**src/rtl/display_scan_controller.sv**
```systemverilog
// Multiplexed 7-segment display controller: snapshots NUM_VALUES bytes,
// converts them one at a time with a shared shift-add-3 BCD engine into a
// display buffer, and scans the buffered digits onto one segment bus.
// Ports:
//   clk, rst          clock, synchronous active-high reset
//   values, update    packed input bytes and snapshot/reconvert request
//   blank_mask        live per-value blanking (both digits of value k)
//   anode, seg        active-low digit enables and segments {g..a}
//   digit_idx         digit being scanned
//   busy, conv_done   conversion in progress / buffer-updated pulse
module display_scan_controller #(
    parameter int NUM_VALUES  = 4,
    parameter int REFRESH_DIV = 50000,
    parameter int IDX_W       = 3
) (
    input  logic                    clk,
    input  logic                    rst,
    input  logic [8*NUM_VALUES-1:0] values,
    input  logic                    update,
    input  logic [NUM_VALUES-1:0]   blank_mask,
    output logic [2*NUM_VALUES-1:0] anode,
    output logic [6:0]              seg,
    output logic [IDX_W-1:0]        digit_idx,
    output logic                    busy,
    output logic                    conv_done
);
    localparam int ND = 2 * NUM_VALUES;
    localparam int KW = (NUM_VALUES > 1) ? $clog2(NUM_VALUES) : 1;
    localparam int PW = (REFRESH_DIV > 1) ? $clog2(REFRESH_DIV) : 1;
    localparam logic [6:0] SEG_OFF  = 7'b1111111;
    localparam logic [6:0] SEG_DASH = 7'b0111111;

    typedef enum logic [2:0] {
        S_IDLE,
        S_LOAD,
        S_SHIFT,
        S_STORE,
        S_DONE
    } state_e;

    state_e                  state_q, state_d;
    logic                    pending_q, pending_d;
    logic [8*NUM_VALUES-1:0] snap_q, snap_d;
    logic [KW-1:0]           k_q, k_d;
    logic [19:0]             sr_q, sr_d;
    logic [2:0]              bit_q, bit_d;
    logic                    store_en;

    logic [NUM_VALUES-1:0]   valid_q;
    logic [NUM_VALUES-1:0]   ovf_q;
    logic [3:0]              ones_q [NUM_VALUES];
    logic [3:0]              tens_q [NUM_VALUES];

    logic [PW-1:0]           presc_q, presc_d;
    logic [IDX_W-1:0]        dig_q, dig_d;
    logic [ND-1:0]           anode_q, anode_d;
    logic [6:0]              seg_q, seg_d;

    // sr layout: [19:16] hundreds, [15:12] tens, [11:8] ones, [7:0] binary.
    // The binary byte shifts into the BCD field one MSB per step.
    function automatic logic [19:0] bcd_step(input logic [19:0] s);
        logic [19:0] a;
        a = s;
        for (int n = 0; n < 3; n++) begin
            if (a[8+4*n +: 4] >= 4'd5) begin
                a[8+4*n +: 4] = a[8+4*n +: 4] + 4'd3;
            end
        end
        return {a[18:0], 1'b0};
    endfunction

    function automatic logic [6:0] glyph(input logic [3:0] d);
        logic [6:0] g;
        case (d)
            4'd0:    g = 7'b1000000;
            4'd1:    g = 7'b1111001;
            4'd2:    g = 7'b0100100;
            4'd3:    g = 7'b0110000;
            4'd4:    g = 7'b0011001;
            4'd5:    g = 7'b0010010;
            4'd6:    g = 7'b0000010;
            4'd7:    g = 7'b1111000;
            4'd8:    g = 7'b0000000;
            4'd9:    g = 7'b0010000;
            default: g = SEG_OFF;
        endcase
        return g;
    endfunction

    always_comb begin
        state_d   = state_q;
        pending_d = pending_q;
        snap_d    = snap_q;
        k_d       = k_q;
        sr_d      = sr_q;
        bit_d     = bit_q;
        store_en  = 1'b0;
        busy      = 1'b0;
        conv_done = 1'b0;
        // Requests arriving outside IDLE coalesce into one restart.
        if (update && state_q != S_IDLE) begin
            pending_d = 1'b1;
        end
        unique case (state_q)
            S_IDLE: begin
                if (update || pending_q) begin
                    snap_d    = values;
                    pending_d = 1'b0;
                    k_d       = '0;
                    state_d   = S_LOAD;
                end
            end
            S_LOAD: begin
                busy    = 1'b1;
                sr_d    = {12'b0, snap_q[8*k_q +: 8]};
                bit_d   = 3'd7;
                state_d = S_SHIFT;
            end
            S_SHIFT: begin
                busy  = 1'b1;
                sr_d  = bcd_step(sr_q);
                bit_d = bit_q - 3'd1;
                if (bit_q == 3'd0) begin
                    state_d = S_STORE;
                end
            end
            S_STORE: begin
                busy     = 1'b1;
                store_en = 1'b1;
                if (k_q == KW'(NUM_VALUES - 1)) begin
                    state_d = S_DONE;
                end else begin
                    k_d     = k_q + 1'b1;
                    state_d = S_LOAD;
                end
            end
            S_DONE: begin
                conv_done = 1'b1;
                state_d   = S_IDLE;
            end
            default: state_d = S_IDLE;
        endcase
    end

    always_comb begin
        presc_d = presc_q + 1'b1;
        dig_d   = dig_q;
        if (presc_q == PW'(REFRESH_DIV - 1)) begin
            presc_d = '0;
            dig_d   = (dig_q == IDX_W'(ND - 1)) ? '0 : dig_q + 1'b1;
        end
    end

    // Even digit = ones, odd digit = tens of value dig/2.
    always_comb begin
        anode_d = '1;
        seg_d   = SEG_OFF;
        for (int k = 0; k < NUM_VALUES; k++) begin
            if ((dig_q >> 1) == IDX_W'(k) && valid_q[k] && !blank_mask[k]) begin
                anode_d = ~(ND'(1) << dig_q);
                if (ovf_q[k]) begin
                    seg_d = SEG_DASH;
                end else begin
                    seg_d = glyph(dig_q[0] ? tens_q[k] : ones_q[k]);
                end
            end
        end
    end

    always_ff @(posedge clk) begin
        if (rst) begin
            state_q   <= S_IDLE;
            pending_q <= 1'b0;
            snap_q    <= '0;
            k_q       <= '0;
            sr_q      <= '0;
            bit_q     <= '0;
            valid_q   <= '0;
            ovf_q     <= '0;
            presc_q   <= '0;
            dig_q     <= '0;
            anode_q   <= '1;
            seg_q     <= SEG_OFF;
        end else begin
            state_q   <= state_d;
            pending_q <= pending_d;
            snap_q    <= snap_d;
            k_q       <= k_d;
            sr_q      <= sr_d;
            bit_q     <= bit_d;
            presc_q   <= presc_d;
            dig_q     <= dig_d;
            anode_q   <= anode_d;
            seg_q     <= seg_d;
            if (store_en) begin
                valid_q[k_q] <= 1'b1;
                ovf_q[k_q]   <= |sr_q[19:16];
            end
        end
    end

    // Digit data is qualified by valid_q, so it needs no reset.
    always_ff @(posedge clk) begin
        if (store_en) begin
            ones_q[k_q] <= sr_q[11:8];
            tens_q[k_q] <= sr_q[15:12];
        end
    end

    assign anode     = anode_q;
    assign seg       = seg_q;
    assign digit_idx = dig_q;
endmodule

```
**config.mk**
```make
export PLATFORM = sky130hd
export DESIGN_NAME = display_scan_controller
export DESIGN_NICKNAME = d
export VERILOG_FILES = /design/src/rtl/display_scan_controller.sv
export SDC_FILE = /design/constraint.sdc
export NUM_CORES = 1
export LEC_CHECK = 0
export BUFFER_PORTS_ARGS = -buffer_cell sky130_fd_sc_hd__clkbuf_2
export CORE_MARGIN = 1.5
export CORE_UTILIZATION = 55
export DETAILED_ROUTE_END_ITERATION = 10
export MAX_ROUTING_LAYER = met4
export PLACE_DENSITY = 0.82
export SETUP_SLACK_MARGIN = 0.05
export SLEW_MARGIN = 20
export SYNTH_ARGS = -nofsm -noshare
export SYNTH_HDL_FRONTEND = slang
export SYNTH_SLANG_ARGS = --single-unit
```
**constraint.sdc**
```tcl
create_clock -name clk -period 4.81 [get_ports clk]
set_input_delay 1.443 -clock clk [delete_from_list [all_inputs] [get_ports clk]]
set_output_delay 1.443 -clock clk [all_outputs]
set_load 0.1 [all_outputs]
```
==> flow_metrics.env, run 1 <==
export IMPL_p_clk_frac=0.373
export IMPL_areaGrowthSynthToFinish_pct=13.2
export IMPL_track_usage=0.241
export IMPL_design_area_mm2=0.00765
export IMPL_ant_nets=0
export IMPL_fp_dieW_um=114
export IMPL_r2r_slack_ns=1.91
export IMPL_portBuffers=58
export IMPL_async_reset_ff_frac=0
export IMPL_insertion_delay_ns=0.42
export IMPL_setup_tns_ns=0
export IMPL_ys_seq_area_frac=0.447
export IMPL_die_h_um=114
export IMPL_cp_slowest_cell="dfxtp_1"
export IMPL_cts_root_buf="clkbuf_16"
export IMPL_cp_end_kind="output port"
export IMPL_rows=40
export IMPL_max_cap_violations=0
export IMPL_hp_class="reg2reg"
export IMPL_grt_overflow_total=0
export IMPL_fin_skew_ns=0.00727
export IMPL_worst_r2r_cell_count=8
export IMPL_ys_ff_latch=135
export IMPL_required_ns=3.37
export IMPL_slew_viol_final=0
export IMPL_syn_cell_area_mm2=0.00676
export IMPL_cpMostUsedCell="nor2_1"
export IMPL_grt_pass1_wl_um=24000
export IMPL_p_int_mw=2.22
export IMPL_synth_nets=837
export IMPL_p_seq_frac=0.434
export IMPL_max_slew_margin=0.399
export IMPL_io_pins=59
export IMPL_status="completed"
export IMPL_synth_warning_count=0
export IMPL_cts_resized=0
export IMPL_wl_um=14500
export IMPL_nNetsFinal=875
export IMPL_dp_hpwl_um=10200
export IMPL_cts_hold_buffers=0
export IMPL_peakVddDrop_mv=0.400
export IMPL_p_total_mw=3.19
export IMPL_diodes=0
export IMPL_slowest_delay_ns=0.59
export IMPL_clock_fmax_mhz=312
export IMPL_power_density_mw_per_mm2=417
export IMPL_rsz0062_at_grt="no"
export IMPL_final_layout_size_suffix_gt1_frac=0.130
export IMPL_criticalPathCategory="reg2out"
export IMPL_path_cells="nor2_1 -> nor2_1 -> clkbuf_2"
export IMPL_dieArea_mm2=0.0130
export IMPL_via_per_inst=5.76
export IMPL_multiInputGateArea_mm2=0.00345
export IMPL_worstHoldEndpoint="snap_q[6]"
export IMPL_synth_ff_type="dfxtp_1"
export IMPL_final_cells=952
export IMPL_arrival_ns=1.76
export IMPL_finalSetupViolations=0
export IMPL_drt_iter0_markers=425
export IMPL_cts_max_level=4
export IMPL_hold_viol=0
export IMPL_cts_buffers=17
export IMPL_wl_per_cell_um=15.3
export IMPL_worstHoldPathCells=2
export IMPL_first_global_vias=5235
export IMPL_cts_clk_slew_worst_paths_ns=0.06
export IMPL_core_mm2=0.0120
export IMPL_p_sw_uw=969
export IMPL_timing_final_ws_setup_ns=1.60
export IMPL_finalCritPeriodShare=0.667
export IMPL_r2r_start="digit_idx[0]"
export IMPL_drcViolationCount=0
export IMPL_netlist_instances=756
export IMPL_sw_frac_of_total=0.304
export IMPL_cp_start_kind="flop"
export IMPL_place_ws_ns=1.63
export IMPL_place_congestion=0.918
export IMPL_grt_max_degree=67
export IMPL_place_detailed_instances=922
export IMPL_leakage_nw=2.87
export IMPL_synth_avg_cell_area_um2=8.94
export IMPL_floorplan_initialDensity=0.563
export IMPL_vias=5480
export IMPL_antenna_found_initial=0
export IMPL_tightest_slew_ns=0.898
export IMPL_min_period_ns=3.21
export IMPL_combPwrFrac=0.193
export IMPL_ys_types=55
export IMPL_final_util=0.637
export IMPL_cts_sinks=135
export IMPL_hold_worst_slack_ns=0.452
export IMPL_cts_tree="done"
export IMPL_first_pass_iters=5
export IMPL_critical_path_max_fanout=13
export IMPL_min_delay_start="snap_q[6]"
export IMPL_placed_area_mm2=0.00709
export IMPL_fillCellCount=956
export IMPL_post_cts_buffers=0
export IMPL_r2r_end="seg[6]"
export IMPL_synth_enable_flop_cells=32
export IMPL_seqCellArea_mm2=0.00302
export IMPL_clockBufferDepth=2
## cell usage after synthesis, types with 3 or more instances
library cell    n  area [µm²]
a211oi_1        7        52.6
a21o_1          6        45.0
a21oi_1        68         340
a22oi_1         6        45.0
a311oi_1        8        70.1
a32oi_1         3        26.3
and2_1          7        43.8
buf_2           7        35.0
clkbuf_1       32         120
dfxtp_1       103        2060
edfxtp_1       32         961
ha_1           42         526
inv_1          36         135
mux2_2          5        56.3
mux2i_1        15         150
mux4_2          8         180
nand2_1       114         428
nand2b_1       14        87.6
nand3_1        12        60.1
nand4_1         7        43.8
nor2_1         86         323
nor2b_1         7        43.8
nor3_1         18        90.1
nor3b_1         6        45.0
nor4_1          3        18.8
o211ai_1        7        52.6
o21ai_0        29         145
o22ai_1         3        18.8
o32ai_1         4        35.0
or3_1           3        18.8
xnor2_1        17         149
xor2_1          7        61.3
## power by group through the flow
stage	sequential (mW)	clock, mW	combinational, mW
2_1_floorplan	1.37	0	0.507
3_3_place_gp	1.40	0	0.575
3_5_place_dp	1.40	0	0.604
4_1_cts	1.38	1.20	0.610
5_1_grt	1.40	1.25	0.691
6_report	1.38	1.19	0.616
## worst max-delay path: cells and delay by family (launching register included)
family | cells | cell delay (ns)
buffers and inverters | 1 | 0.48
flip-flops | 1 | 0.59
AND/OR/NAND/NOR | 2 | 0.29
## state kept, by name (all words and copies together) (netlist names)
signal / flops
ones_q: 16
seg: 7
valid_q: 4
sr_q: 20
bit_q: 3
state_q: 3
tens_q: 16
presc_q: 16
snap_q: 32
digit_idx: 3
k_q: 2
ovf_q: 4
pending_q: 1
anode: 8
## layout by cell type, fill, tap and decap left out, drive strengths merged, types with 3 or more instances in the layout
master	Yosys	final
a211oi	7	7
a21o	6	6
a21oi	69	69
a22oi	6	6
a311oi	8	8
a32oi	3	3
and2	7	7
buf	8	3
clkbuf	34	83
clkinv	0	4
dfxtp	103	103
edfxtp	32	32
ha	42	42
inv	36	36
mux2	5	5
mux2i	15	15
mux4	8	8
nand2	114	114
nand2b	14	14
nand3	12	12
nand4	7	7
nor2	86	86
nor2b	7	7
nor3	18	18
nor3b	6	6
nor4	3	3
o211ai	7	7
o21ai	30	30
o22ai	3	3
o32ai	4	4
or3	3	3
xnor2	17	17
xor2	7	7
## logic make-up after synthesis
family,after synthesis,synth area share
AO/OA/AOI/OAI,162,0.151
AND/OR/NAND/NOR,287,0.191
flip-flops,135,0.447
multiplexers,28,0.0572
XOR/XNOR,24,0.0311
buffers and inverters,78,0.0455
adder cells (fa/ha/maj),42,0.0777
## layout make-up
type	count	area share
Clock buffer	25	0.0664
Inverter	36	0.0177
Sequential cell	135	0.395
Multi-Input combinational cell	543	0.451
Clock inverter	5	0.00507
Tap cell	147	0.0240
Timing Repair Buffer	61	0.0409
## layer usage
layer,up-vias,global-route usage,wire length [µm]
li1,2711,-,-
met1,2544,0.285,6260
met2,184,0.397,7120
met3,41,0.0499,735
met4,0,0.112,417
met5,-,-,0
## how the worst max path moves through the flow
stage                        startpoint      to  slack [ns]
after floorplan            digit_idx[0]  seg[0]        1.40
after global placement    blank_mask[0]  seg[0]        1.61
after detailed placement  blank_mask[0]  seg[0]        1.63
after CTS                    state_q[1]    busy        1.62
after global routing         state_q[1]    busy        1.54
final                        state_q[1]    busy        1.60
(Power assumes the default switching activity.)
==> run 2, diff against run 1 <==
--- a/config.mk
+++ b/config.mk
@@ -7,10 +7,10 @@
 export LEC_CHECK = 0
 export BUFFER_PORTS_ARGS = -buffer_cell sky130_fd_sc_hd__clkbuf_2
 export CORE_MARGIN = 1.5
-export CORE_UTILIZATION = 55
+export CORE_UTILIZATION = 54
 export DETAILED_ROUTE_END_ITERATION = 10
 export MAX_ROUTING_LAYER = met4
-export PLACE_DENSITY = 0.82
+export PLACE_DENSITY = 0.84
 export SETUP_SLACK_MARGIN = 0.05
 export SLEW_MARGIN = 20
 export SYNTH_ARGS = -nofsm -noshare
==> constraint.sdc (replaced) <==
create_clock -name clk -period 2.7 [get_ports clk]
set_input_delay 0.81 -clock clk [delete_from_list [all_inputs] [get_ports clk]]
set_output_delay 0.81 -clock clk [all_outputs]
set_load 0.1 [all_outputs]
==> flow_metrics.env, run 2 (synthesis results as in run 1) <==
export IMPL_min_period_ns=2.49
export IMPL_grt_max_degree=66
export IMPL_cp_start_kind="flop"
export IMPL_timing_final_ws_setup_ns=0.206
export IMPL_slew_viol_final=0
export IMPL_drt_iter0_markers=420
export IMPL_dp_hpwl_um=10100
export IMPL_hold_viol=0
export IMPL_finalCritPeriodShare=0.924
export IMPL_critical_path_max_fanout=10
export IMPL_criticalPathCategory="reg2out"
export IMPL_first_pass_iters=5
export IMPL_wl_um=14800
export IMPL_max_slew_margin=0.468
export IMPL_cts_clk_slew_worst_paths_ns=0.06
export IMPL_peakVddDrop_mv=0.559
export IMPL_place_detailed_instances=955
export IMPL_grt_pass1_wl_um=24300
export IMPL_cts_sinks=135
export IMPL_track_usage=0.243
export IMPL_drcViolationCount=0
export IMPL_ant_nets=0
export IMPL_grt_overflow_total=0
export IMPL_portBuffers=58
export IMPL_sw_frac_of_total=0.302
export IMPL_final_cell_mix="nand2_1 (114), dfxtp_1 (102), nor2_1 (86), a21oi_1 (68), clkbuf_2 (58)"
export IMPL_diodes=0
export IMPL_cts_resized=0
export IMPL_p_int_mw=4.05
export IMPL_finalSetupViolations=0
export IMPL_fin_skew_ns=0.0100
export IMPL_design_area_mm2=0.00781
export IMPL_cts_buffers=17
export IMPL_clockBufferDepth=2
export IMPL_place_congestion=0.884
export IMPL_core_mm2=0.0121
export IMPL_leakage_nw=2.96
export IMPL_arrival_ns=1.68
export IMPL_combPwrFrac=0.200
export IMPL_dieArea_mm2=0.0132
export IMPL_areaGrowthSynthToFinish_pct=15.5
export IMPL_wl_per_cell_um=15.0
export IMPL_p_total_mw=5.80
export IMPL_cp_slowest_cell="clkbuf_2"
export IMPL_p_seq_frac=0.421
export IMPL_tightest_slew_ns=0.796
export IMPL_placed_area_mm2=0.00724
export IMPL_antenna_found_initial=0
export IMPL_rsz0062_at_grt="no"
export IMPL_via_per_inst=5.51
export IMPL_cts_tree="done"
export IMPL_cts_hold_buffers=0
export IMPL_vias=5434
export IMPL_rows=40
export IMPL_first_global_vias=5007
export IMPL_max_cap_violations=0
export IMPL_fp_dieW_um=115
export IMPL_io_pins=59
export IMPL_cts_max_level=4
export IMPL_setup_tns_ns=0
export IMPL_p_sw_mw=1.75
export IMPL_status="completed"
export IMPL_die_h_um=115
export IMPL_nNetsFinal=887
export IMPL_cpLargestDelayFamily="buffers and inverters"
export IMPL_required_ns=1.89
export IMPL_reg_top3="snap_q (32), sr_q (20)"
export IMPL_power_density_mw_per_mm2=742
export IMPL_final_common_cell="nand2_1"
export IMPL_path_cells="nor2_1 -> and2_1 -> clkbuf_2"
export IMPL_hold_worst_slack_ns=0.452
export IMPL_r2r_slack_ns=0.31
export IMPL_cp_end_kind="output port"
export IMPL_final_cells=987
export IMPL_floorplan_initialDensity=0.558
export IMPL_largest_reg_flops=32
export IMPL_place_ws_ns=0.271
export IMPL_hp_class="reg2reg"
export IMPL_cts_root_buf="clkbuf_16"
export IMPL_insertion_delay_ns=0.42
export IMPL_final_layout_size_suffix_gt1_frac=0.153
export IMPL_top_register="snap_q"
export IMPL_p_clk_frac=0.379
export IMPL_clock_fmax_mhz=401
export IMPL_final_util=0.645
export IMPL_post_cts_buffers=0
export IMPL_crit_buf_inv=1
export IMPL_slowest_delay_ns=0.44
-- run 2: cell types whose count changed in the layout (fill, tap and decap cells not counted), sizes merged --
| cell | delta |
|---|---|
| bufinv | +1 |
| buf | +12 |
| clkbuf | -2 |
| inv | +4 |
| clkinvlp | -1 |
-- run 2: tightest hold or removal path: stages (launching register included) --
cell and delay [ns]:
dfxtp_1 0.30, nand2_1 0.05, a21oi_1 0.05
-- run 2: metal layers --
metal | track usage | vias up | wire (µm)
li1 | - | 2731 | -
met3 | 0.0527 | 18 | 736
met5 | - | - | 0
met4 | 0.0815 | 0 | 193
met1 | 0.304 | 2529 | 6670
met2 | 0.392 | 156 | 7170
-- run 2: final timing paths --
kind                startpoint    endpoint  depth (start not counted)
setup / recovery    state_q[0]   conv_done                          3
hold / removal      snap_q[30]  snap_q[30]                          2
setup reg to reg  digit_idx[0]      seg[4]                          8
hold reg to reg     snap_q[30]  snap_q[30]                          2
-- run 2: power by group through the flow --
stage / Combinational (mW) / Clock, mW / Sequential, mW
2_1_floorplan: 0.906 / 0 / 2.44
3_3_place_gp: 1.12 / 0 / 2.47
3_5_place_dp: 1.15 / 0 / 2.48
4_1_cts: 1.16 / 2.22 / 2.44
5_1_grt: 1.30 / 2.33 / 2.47
6_report: 1.16 / 2.20 / 2.44
-- run 2: area by class of cell --
class | count | area [µm²]
clock inverter | 9 | 90.1
timing repair buffer | 73 | 403
inverter | 36 | 135
sequential | 135 | 3030
fill | 1000 | 4300
tap | 168 | 210
multi-input combinational | 543 | 3470
clock buffer | 23 | 478
==> run 3, diff against run 2 <==
--- a/config.mk
+++ b/config.mk
@@ -6,11 +6,13 @@
 export NUM_CORES = 1
 export LEC_CHECK = 0
 export BUFFER_PORTS_ARGS = -buffer_cell sky130_fd_sc_hd__clkbuf_2
+export CELL_PAD_IN_SITES_DETAIL_PLACEMENT = 1
+export CELL_PAD_IN_SITES_GLOBAL_PLACEMENT = 1
 export CORE_MARGIN = 1.5
-export CORE_UTILIZATION = 54
+export CORE_UTILIZATION = 41
 export DETAILED_ROUTE_END_ITERATION = 10
 export MAX_ROUTING_LAYER = met4
-export PLACE_DENSITY = 0.84
+export PLACE_DENSITY = 0.83
 export SETUP_SLACK_MARGIN = 0.05
 export SLEW_MARGIN = 20
 export SYNTH_ARGS = -nofsm -noshare
==> flow_metrics.env, run 3 (synthesis results as in run 1) <==
export IMPL_final_common_cell="nand2_1"
export IMPL_required_ns=1.89
export IMPL_status="completed"
export IMPL_p_int_mw=3.96
export IMPL_slowest_delay_ns=0.61
export IMPL_slew_viol_final=0
export IMPL_arrival_ns=1.72
export IMPL_fillCellCount=1931
export IMPL_placed_area_mm2=0.00732
export IMPL_track_usage=0.225
export IMPL_top_register="snap_q"
export IMPL_place_detailed_instances=1005
export IMPL_cts_max_level=4
export IMPL_p_clk_frac=0.364
export IMPL_combPwrFrac=0.210
export IMPL_io_pins=59
export IMPL_final_cells=1037
export IMPL_cp_slowest_cell="dfxtp_4"
export IMPL_hp_class="reg2reg"
export IMPL_reg_top3="snap_q (32), sr_q (20)"
export IMPL_cp_start_kind="flop"
export IMPL_die_h_um=131
export IMPL_first_global_vias=5837
export IMPL_drt_iter0_markers=290
export IMPL_r2r_slack_ns=0.26
export IMPL_sw_frac_of_total=0.310
export IMPL_wl_per_cell_um=17.4
export IMPL_crit_buf_inv=2
export IMPL_p_seq_frac=0.427
export IMPL_design_area_mm2=0.00785
export IMPL_areaGrowthSynthToFinish_pct=16.1
export IMPL_fin_skew_ns=0.0140
export IMPL_fp_dieW_um=131
export IMPL_floorplan_initialDensity=0.422
export IMPL_min_period_ns=2.53
export IMPL_place_congestion=0.844
export IMPL_first_pass_iters=4
export IMPL_cpLargestDelayFamily="buffers and inverters"
export IMPL_core_mm2=0.0160
export IMPL_diodes=0
export IMPL_cts_sinks=135
export IMPL_power_density_mw_per_mm2=732
export IMPL_dieArea_mm2=0.0173
export IMPL_final_util=0.490
export IMPL_cts_root_buf="clkbuf_16"
export IMPL_p_total_mw=5.74
export IMPL_via_per_inst=5.38
export IMPL_dp_hpwl_um=12800
export IMPL_criticalPathCategory="reg2out"
export IMPL_vias=5574
export IMPL_largest_reg_flops=32
export IMPL_hold_viol=0
export IMPL_cts_buffers=17
export IMPL_wl_um=18100
export IMPL_grt_max_degree=63
export IMPL_tightest_slew_ns=0.658
export IMPL_grt_overflow_total=0
export IMPL_p_sw_mw=1.78
export IMPL_insertion_delay_ns=0.43
export IMPL_max_cap_violations=0
export IMPL_ant_nets=0
export IMPL_leakage_nw=2.95
export IMPL_cts_tree="done"
export IMPL_portBuffers=58
export IMPL_max_slew_margin=0.562
export IMPL_antenna_found_initial=0
export IMPL_final_cell_mix="nand2_1 (114), dfxtp_1 (102), nor2_1 (86), a21oi_1 (68), clkbuf_2 (57)"
export IMPL_cp_end_kind="output port"
export IMPL_finalCritPeriodShare=0.937
export IMPL_peakVddDrop_mv=0.495
export IMPL_setup_tns_ns=0
export IMPL_critical_path_max_fanout=30
export IMPL_clock_fmax_mhz=395
export IMPL_finalSetupViolations=0
export IMPL_grt_pass1_wl_um=29900
export IMPL_nNetsFinal=889
export IMPL_rows=46
export IMPL_drcViolationCount=0
export IMPL_final_layout_size_suffix_gt1_frac=0.150
export IMPL_path_cells="buf_4 -> clkbuf_4"
export IMPL_rsz0062_at_grt="no"
export IMPL_cts_clk_slew_worst_paths_ns=0.06
export IMPL_clockBufferDepth=2
## run 3: cell types whose count changed in the layout (fill, tap and decap cells not counted)
cell,delta
inv_4,-1
clkbuf_8,+1
clkbuf_2,-1
clkinv_2,+2
inv_6,-3
clkbuf_1,+4
bufinv_16,-1
clkinv_4,-2
clkbuf_4,+1
buf_4,+2
## run 3: path summary, 6_finish.rpt
| check | startpoint | to | cells past startpoint |
|---|---|---|---|
| worst max-delay path | digit_idx[0] | digit_idx[0] | 2 |
| worst min-delay path | snap_q[16] | snap_q[16] | 2 |
| worst max register to register | digit_idx[0] | seg[4] | 8 |
| worst min register to register | snap_q[16] | snap_q[16] | 2 |
## run 3: layout make-up
class | count | area (µm²) | area share
Multi-Input combinational cell | 543 | 3470 | 0.442
Sequential cell | 135 | 3030 | 0.386
Clock buffer | 28 | 507 | 0.0646
Timing Repair Buffer | 75 | 420 | 0.0536
Tap cell | 216 | 270 | 0.0344
Inverter | 36 | 135 | 0.0172
Clock inverter | 4 | 20.0 | 0.00255
## run 3: through the flow
stage / hold WS [ns] / setup slack (ns)
global placement: 0.442 / 0.300
detailed placement: 0.446 / 0.293
finish: 0.451 / 0.169
CTS: 0.453 / 0.143
floorplan: 0.430 / 0.0769
global route: 0.472 / 0.0591
## run 3: layer usage
metal / GRT usage / up-vias / routed length (µm)
met5: - / - / 0
met4: 0.101 / 0 / 431
met3: 0.0370 / 31 / 628
met2: 0.390 / 111 / 9280
met1: 0.255 / 2701 / 7730
li1: - / 2731 / -
## run 3: power by group through the flow
stage	registers (mW)	logic, mW	clock network, mW
6_report	2.45	1.21	2.09
5_1_grt	2.48	1.35	2.20
4_1_cts	2.45	1.22	2.12
3_5_place_dp	2.49	1.21	0
3_3_place_gp	2.47	1.15	0
2_1_floorplan	2.44	0.906	0
## run 3: repair_timing
| action | in CTS | in global routing |
|---|---|---|
| endpoints found under the setup margin | 1 | 0 |
| hold buffers | 0 | 0 |
| setup buffers | 0 | 0 |
| gates resized for setup | 1 | 0 |
## run 3: tightest hold or removal path, delay by kind of cell (launching register included)
| kind | cells | cell delay (ns) |
|---|---|---|
| AOI/OAI and AO/OA | 1 | 0.05 |
| DFF | 1 | 0.30 |
| and+or+nand+nor | 1 | 0.05 |
